$ cat src/rtl/core_irq_ctrl_if.sv
// Peripheral-bus (Avalon-style) register port for core_irq_ctrl.
// The master drives strobes, address and write data; the slave returns registered read data.
interface core_irq_ctrl_if;
    logic [2:0]  avl_address;
    logic        avl_read;
    logic        avl_write;
    logic [31:0] avl_writedata;
    logic [31:0] avl_readdata;

    modport master (
        output avl_address,
        output avl_read,
        output avl_write,
        output avl_writedata,
        input  avl_readdata
    );

    modport slave (
        input  avl_address,
        input  avl_read,
        input  avl_write,
        input  avl_writedata,
        output avl_readdata
    );
endinterface

$ cat src/rtl/core_irq_ctrl.sv
// Interrupt controller: up to 32 level/edge sources folded into one registered irq line.
// Define CORE_IRQ_SYNC_EN to capture irq_src through a two-flop synchronizer instead of one flop.
module core_irq_ctrl #(
    parameter int unsigned NUM_IRQ = 16
) (
    input  logic               clk,
    input  logic               rst_n,
    input  logic [NUM_IRQ-1:0] irq_src,
    core_irq_ctrl_if.slave     avl,
    output logic               irq
);

    localparam logic [2:0] AddrPending = 3'd0;
    localparam logic [2:0] AddrEnable  = 3'd1;
    localparam logic [2:0] AddrMode    = 3'd2;
    localparam logic [2:0] AddrSet     = 3'd3;
    localparam logic [2:0] AddrActive  = 3'd4;
    localparam logic [2:0] AddrMaster  = 3'd5;

    logic [NUM_IRQ-1:0] src_q, src_prev_q;
    logic [NUM_IRQ-1:0] pending_q, pending_d;
    logic [NUM_IRQ-1:0] enable_q, enable_d;
    logic [NUM_IRQ-1:0] mode_q, mode_d;
    logic               master_q, master_d;
    logic               irq_q, irq_d;
    logic [31:0]        readdata_q, readdata_d;

    logic [NUM_IRQ-1:0] wdata, w1c, w1s, rise, masked;
    logic [31:0]        pending_w, enable_w, mode_w, active_w;
    logic               act_valid;
    logic [4:0]         act_idx;
    logic               unused_wdata;

    assign unused_wdata = ^avl.avl_writedata;

`ifdef CORE_IRQ_SYNC_EN
    logic [NUM_IRQ-1:0] sync_q;

    always_ff @(posedge clk or negedge rst_n) begin
        if (!rst_n) begin
            sync_q <= '0;
            src_q  <= '0;
        end else begin
            sync_q <= irq_src;
            src_q  <= sync_q;
        end
    end
`else
    always_ff @(posedge clk or negedge rst_n) begin
        if (!rst_n) begin
            src_q <= '0;
        end else begin
            src_q <= irq_src;
        end
    end
`endif

    always_comb begin
        wdata = avl.avl_writedata[NUM_IRQ-1:0];
        w1c   = (avl.avl_write && avl.avl_address == AddrPending) ? wdata : '0;
        w1s   = (avl.avl_write && avl.avl_address == AddrSet) ? wdata : '0;
        // src_prev_q resets to 0, so a source high at reset release counts as a rising edge.
        rise  = src_q & ~src_prev_q;

        // Mode in effect before this edge governs the update; set beats clear on edge sources.
        pending_d = (~mode_q & src_q) | (mode_q & ((pending_q & ~w1c) | rise | w1s));

        enable_d = enable_q;
        mode_d   = mode_q;
        master_d = master_q;
        if (avl.avl_write) begin
            case (avl.avl_address)
                AddrEnable: enable_d = wdata;
                AddrMode:   mode_d   = wdata;
                AddrMaster: master_d = avl.avl_writedata[0];
                default:    ;
            endcase
        end

        masked = pending_q & enable_q;
        irq_d  = master_q & (|masked);
    end

    // Lowest-numbered enabled pending source wins.
    always_comb begin
        act_valid = 1'b0;
        act_idx   = 5'd0;
        for (int i = NUM_IRQ - 1; i >= 0; i--) begin
            if (masked[i]) begin
                act_valid = 1'b1;
                act_idx   = 5'(i);
            end
        end
        active_w = {act_valid, 26'd0, act_idx};
    end

    always_comb begin
        pending_w                = '0;
        enable_w                 = '0;
        mode_w                   = '0;
        pending_w[NUM_IRQ-1:0]   = pending_q;
        enable_w[NUM_IRQ-1:0]    = enable_q;
        mode_w[NUM_IRQ-1:0]      = mode_q;

        readdata_d = readdata_q;
        if (avl.avl_read) begin
            case (avl.avl_address)
                AddrPending: readdata_d = pending_w;
                AddrEnable:  readdata_d = enable_w;
                AddrMode:    readdata_d = mode_w;
                AddrActive:  readdata_d = active_w;
                AddrMaster:  readdata_d = {31'd0, master_q};
                default:     readdata_d = 32'd0;
            endcase
        end
    end

    always_ff @(posedge clk or negedge rst_n) begin
        if (!rst_n) begin
            src_prev_q <= '0;
            pending_q  <= '0;
            enable_q   <= '0;
            mode_q     <= '0;
            master_q   <= 1'b0;
            irq_q      <= 1'b0;
            readdata_q <= '0;
        end else begin
            src_prev_q <= src_q;
            pending_q  <= pending_d;
            enable_q   <= enable_d;
            mode_q     <= mode_d;
            master_q   <= master_d;
            irq_q      <= irq_d;
            readdata_q <= readdata_d;
        end
    end

    assign irq              = irq_q;
    assign avl.avl_readdata = readdata_q;

endmodule

$ cat src/flat_wrapper.sv
// flat-port wrapper written by rule: the top's interface ports become plain ports
module core_irq_ctrl_flat 
#(
    parameter int unsigned NUM_IRQ = 16
)
  (clk, rst_n, irq_src, irq, avl_avl_address, avl_avl_read, avl_avl_write, avl_avl_writedata, avl_avl_readdata);
  core_irq_ctrl_if avl_i ();
  input  logic clk;
  input  logic rst_n;
  input  logic [NUM_IRQ-1:0] irq_src;
  output logic irq;
  input wire logic [$bits(avl_i.avl_address)-1:0] avl_avl_address;
  input wire logic [$bits(avl_i.avl_read)-1:0] avl_avl_read;
  input wire logic [$bits(avl_i.avl_write)-1:0] avl_avl_write;
  input wire logic [$bits(avl_i.avl_writedata)-1:0] avl_avl_writedata;
  output wire logic [$bits(avl_i.avl_readdata)-1:0] avl_avl_readdata;
  assign avl_i.avl_address = avl_avl_address;
  assign avl_i.avl_read = avl_avl_read;
  assign avl_i.avl_write = avl_avl_write;
  assign avl_i.avl_writedata = avl_avl_writedata;
  assign avl_avl_readdata = avl_i.avl_readdata;
  core_irq_ctrl #(.NUM_IRQ(NUM_IRQ)) u_core (.clk(clk), .rst_n(rst_n), .irq_src(irq_src), .avl(avl_i), .irq(irq));
endmodule
$ cat config.mk
export PLATFORM = sky130hd
export DESIGN_NAME = core_irq_ctrl_flat
export DESIGN_NICKNAME = d
export VERILOG_FILES = /design/src/rtl/core_irq_ctrl_if.sv /design/src/rtl/core_irq_ctrl.sv /design/src/flat_wrapper.sv
export SDC_FILE = /design/constraint.sdc
export NUM_CORES = 1
export LEC_CHECK = 0
export BUFFER_PORTS_ARGS = -buffer_cell sky130_fd_sc_hd__buf_2
export CAP_MARGIN = 20
export CORE_MARGIN = 4
export CORE_UTILIZATION = 54
export DETAILED_ROUTE_END_ITERATION = 16
export GPL_ROUTABILITY_DRIVEN = 0
export GPL_TIMING_DRIVEN = 0
export PLACE_DENSITY_LB_ADDON = 0.12
export SLEW_MARGIN = 15
export SYNTH_ARGS = -nofsm -noshare
export SYNTH_HDL_FRONTEND = slang
export SYNTH_SLANG_ARGS = --single-unit
$ cat constraint.sdc
create_clock -name clk -period 1.64 [get_ports clk]
set_clock_uncertainty 0.05 [all_clocks]
set_input_delay 0.164 -clock clk [delete_from_list [all_inputs] [get_ports clk]]
set_output_delay 0.164 -clock clk [all_outputs]
set_load 0.02 [all_outputs]
* Yosys cells after proc, flatten, opt, wreduce, memory -nomap -nowiden
Cells that the tools add are included. Widths: inputs -> output; s select.
Operators by class: equality and inequality tests 5, mux-type cells 35, bitwise operators 12, reductions and logical operators 7
Operator list (count):
- $pmux 32 s5 | 1
- $and 16x16->16 | 5
- $mux 4 | 16
- $not 16->16 | 3
- $or 16x16->16 | 3
- $mux 16 | 2
- $mux 1 | 16
- $reduce_or 16->1 | 1
- $eq 3x2->1 const B | 2
- $eq 3x3->1 const B | 2
- $reduce_and 2->1 | 3
- $eq 3x1->1 const B | 1
- $logic_not 3->1 | 1
- $logic_and 1x1->1 | 2
- $and 1x1->1 | 1
Storage, ports and cells: register bits 114, input port bits 55, output and inout port bits 33

* Depth between registers and ports, before layout
depth in word-level cells 18, depth in mapped cells 6

* Worst setup path after synthesis
Ideal clock, no wire load.
path type flip-flop to flip-flop, start reg u_core.pending_q[0], end reg u_core.readdata_q[0], in the netlist u_core.avl.avl_readdata[0], library setup time 138 ps, arrival time 1253 ps, required time 1452 ps, setup slack 199 ps, stages on the path, launching flop included 5, path buffers 0, clock period less this slack 1441 ps, path through dfrtp_1 mux2_4 a221o_1 a222oi_1 o41ai_1
On the way: word-level cells in the longest chain between the ends 3
Ends and longest elaborated chain:
- start: declaration | RTL line core_irq_ctrl.sv:21 | logic [NUM_IRQ-1:0] pending_q, pending_d;
- start signal: assignment | RTL line core_irq_ctrl.sv:129 | pending_q <= pending_d;
- $and 16x16->16 | RTL line core_irq_ctrl.sv:80 | masked = pending_q & enable_q;
- $mux 4 | RTL line core_irq_ctrl.sv:89 | if (masked[i]) begin
- $pmux 32 s5 * | RTL line core_irq_ctrl.sv:107 | case (avl.avl_address)
- end signal: assignment | RTL line core_irq_ctrl.sv:134 | readdata_q <= readdata_d;
- end: declaration | RTL line core_irq_ctrl.sv:26 | logic [31:0] readdata_q, readdata_d;
Mark *: on every way between the ends. The rest lies on a longest branch, timed or not. A chain may end at the register's enable or synchronous reset.

* Final worst setup path
Same ends and word-level chain as after synthesis.

==> impl_metrics.ini <==
[global_route]
antenna_found_initial = 0
grt_start_max_net_pins = 61
grt_pass1_wl_um = 15500
grt_overflow_total = 0
grt_usage_pct = 20.7
grt_pass1_vias = 3029

[routing]
ant_nets = 0
drt-pass1-iter-count = 5
dr_total_vias = 3001
drc_errors = 0
drt_iter0_drc = 208
wirelength_um = 9100
wire_per_inst_um = 16.5
via_per_inst = 5.44

[sta]
worst_slack_ns = 0.0707
slew_violations = 0
min_period_over_period_pct = 95.7
hold_viol = 0
fin_crit_ns = 1.57
grt_setup_unrepaired = false
fmax_ghz = 0.637
whs_ns = 0.0207
max_slew_margin_pct = 55.7
finalSetupViolCount = 0
tightest_slew_ns = 0.660

[yosys]
avgSynthCellArea_um2 = 12.3
synth_cell_type_count = 40
async_flop_share_pct = 100
synth-edff-count = 0
yosysSeqAreaShare_pct = 58.1
synth_cells = 346
synth_ff_type = dfrtp_1
syn_area_um2 = 4270
ys_seq_elements = 99
yosysWarnings = 0

[floorplan]
die_area_um2 = 9380
fp.dieH_um = 96.9
fp-row-count = 32
io_pins = 88
start_util_pct = 55.5
fp.dieW_um = 96.9
core_area_um2 = 7690

[finish]
mostFrequentLayoutCell = dfrtp_1
final_cell_mix = 99 x dfrtp_1, 60 x buf_2, 51 x nand2_1
regArea_um2 = 2480
drive_gt1_share_pct = 30.2
fillers = 617
nets = 500
diodes = 0
multi_input_area_um2 = 1670
area_delta_synth_final_pct = 20.5
fin_area_um2 = 5140

[clock_network]
clock-root-buffer = clkbuf_8
insertion_delay_ns = 0.37
clock_sinks = 99
clk_path_buf_depth = 2
clkTransAtPathRegs_ns = 0.09
cts_tree = yes
postCtsSetupBuffers = 0
htreeDepth = 3
cts_inserted_buffers = 9

[placement]
portBuffers = 56
dp_hpwl_um = 6340
dpl_cell_area_um2 = 4760
pre_cts_ws_ns = -0.397

[critical_path]
startpoint_type = flop
cpLargestDelayFamily = compound AO/OA/AOI/OAI gates
critPathSlowestCell = dfrtp_1
crit_path_end_kind = flop
critPathMaxFanout = 4
crit_required_ns = 1.82
cp.buffers_inverters = 0
crit_type = flop to flop
cp.arrival_ns = 1.75
path_cells = mux2_4, a221o_1, a222oi_1, o41ai_1
cpPeakStageDelay_ns = 0.43

[power_and_ir_drop]
totalPowerFinal_uw = 5820
p_leak_uw = 0.00242
ir_worst_vdd_v = 0.000671
p_per_area_nw_per_um2 = 1130

[min_path]
hold_path.class = input pin to flop

[run_status]
status = finished clean

[job]
cap_violations = 0
## stage by stage
stage	util, %	cells	setup TNS [ns]
after floorplan	-	360	0
after global placement	61.5	518	-70.71
after detailed placement	61.9	519	-9.78
after CTS	66.6	552	0
after global routing	66.8	552	0
final	66.8	552	0
## synthesized netlist by cell type, drive strengths merged (2+ instances only)
cell,count,area share (%)
dfrtp,99,58
nand2,51,4.5
mux2,34,9.1
a22o,33,6.8
buf,24,3.9
a21oi,15,1.8
mux2i,15,3.5
o2bb2ai,15,3.1
nor2,14,1.2
a22oi,6,1.1
o21ai,4,0.47
clkbuf,3,0.26
nand3,3,0.35
nand4,3,0.44
a221o,2,0.47
a221oi,2,0.41
a222oi,2,0.47
and2,2,0.29
nor2b,2,0.29
nor3,2,0.35
nor3b,2,0.47
## cell families (layout without fill, tap and decap cells)
group / count (synthesis) / after routing / share of synthesized area (%)
AND/OR/NAND/NOR: 83 / 83 / 9.30
flip-flops: 99 / 99 / 58.1
multiplexers: 49 / 49 / 12.6
AO/OA/AOI/OAI: 85 / 85 / 15.6
buffers and inverters: 29 / 119 / 4.37
other: 1 / 15 / 0.0879
## worst paths after layout
path / from / endpoint / slack [ns] / depth (start not counted)
hold reg to reg: u_core.src_q[12] / u_core.src_prev_q[12] / 0.33 / 0
min in group asynchronous: rst_n / u_core.src_q[8] / 0.22 / 2
setup reg to reg: u_core.pending_q[0] / u_core.avl.avl_readdata[0] / 0.07 / 4
max in group asynchronous: rst_n / u_core.mode_q[14] / 0.73 / 3
hold / removal: avl_avl_writedata[12] / u_core.enable_q[12] / 0.02 / 2
setup / recovery: u_core.pending_q[0] / u_core.avl.avl_readdata[0] / 0.07 / 4
## where the power goes
part / switching [uW] / leakage [uW] / internal, uW
combinational: 599 / 0.00113 / 612
clock: 869 / 0.0000998 / 625
sequential: 325 / 0.00119 / 2790
total: 1790 / 0.00242 / 4030
## per-layer routing
metal	vias up	track usage [%]	share of wire (%)
li1	1441	-	-
met1	1466	29.5	47
met2	86	31.5	46
met3	8	6.06	5.6
met4	0	4.75	0.83
met5	-	0	0
## state kept, by name (all words and copies together) (netlist names)
register,count
u_core.avl.avl_readdata,17
u_core.enable_q,16
u_core.irq,1
u_core.master_q,1
u_core.mode_q,16
u_core.pending_q,16
u_core.src_prev_q,16
u_core.src_q,16
## area by class of cell
class / instances / area share, %
flip-flops and latches: 99 / 48.2
multi-input cells: 232 / 32.5
repair buffers: 74 / 9.42
plain buffers: 27 / 3.48
clock buffers: 10 / 2.68
well taps: 102 / 2.48
clock inverters: 6 / 1.07
inverters: 2 / 0.146
## timing repair
item,CTS,global route
gates resized for setup,0,3
endpoints found under the setup margin,0,6
hold buffers,17,0
endpoints found under the hold margin,55,0
(Power assumes the default switching activity.)
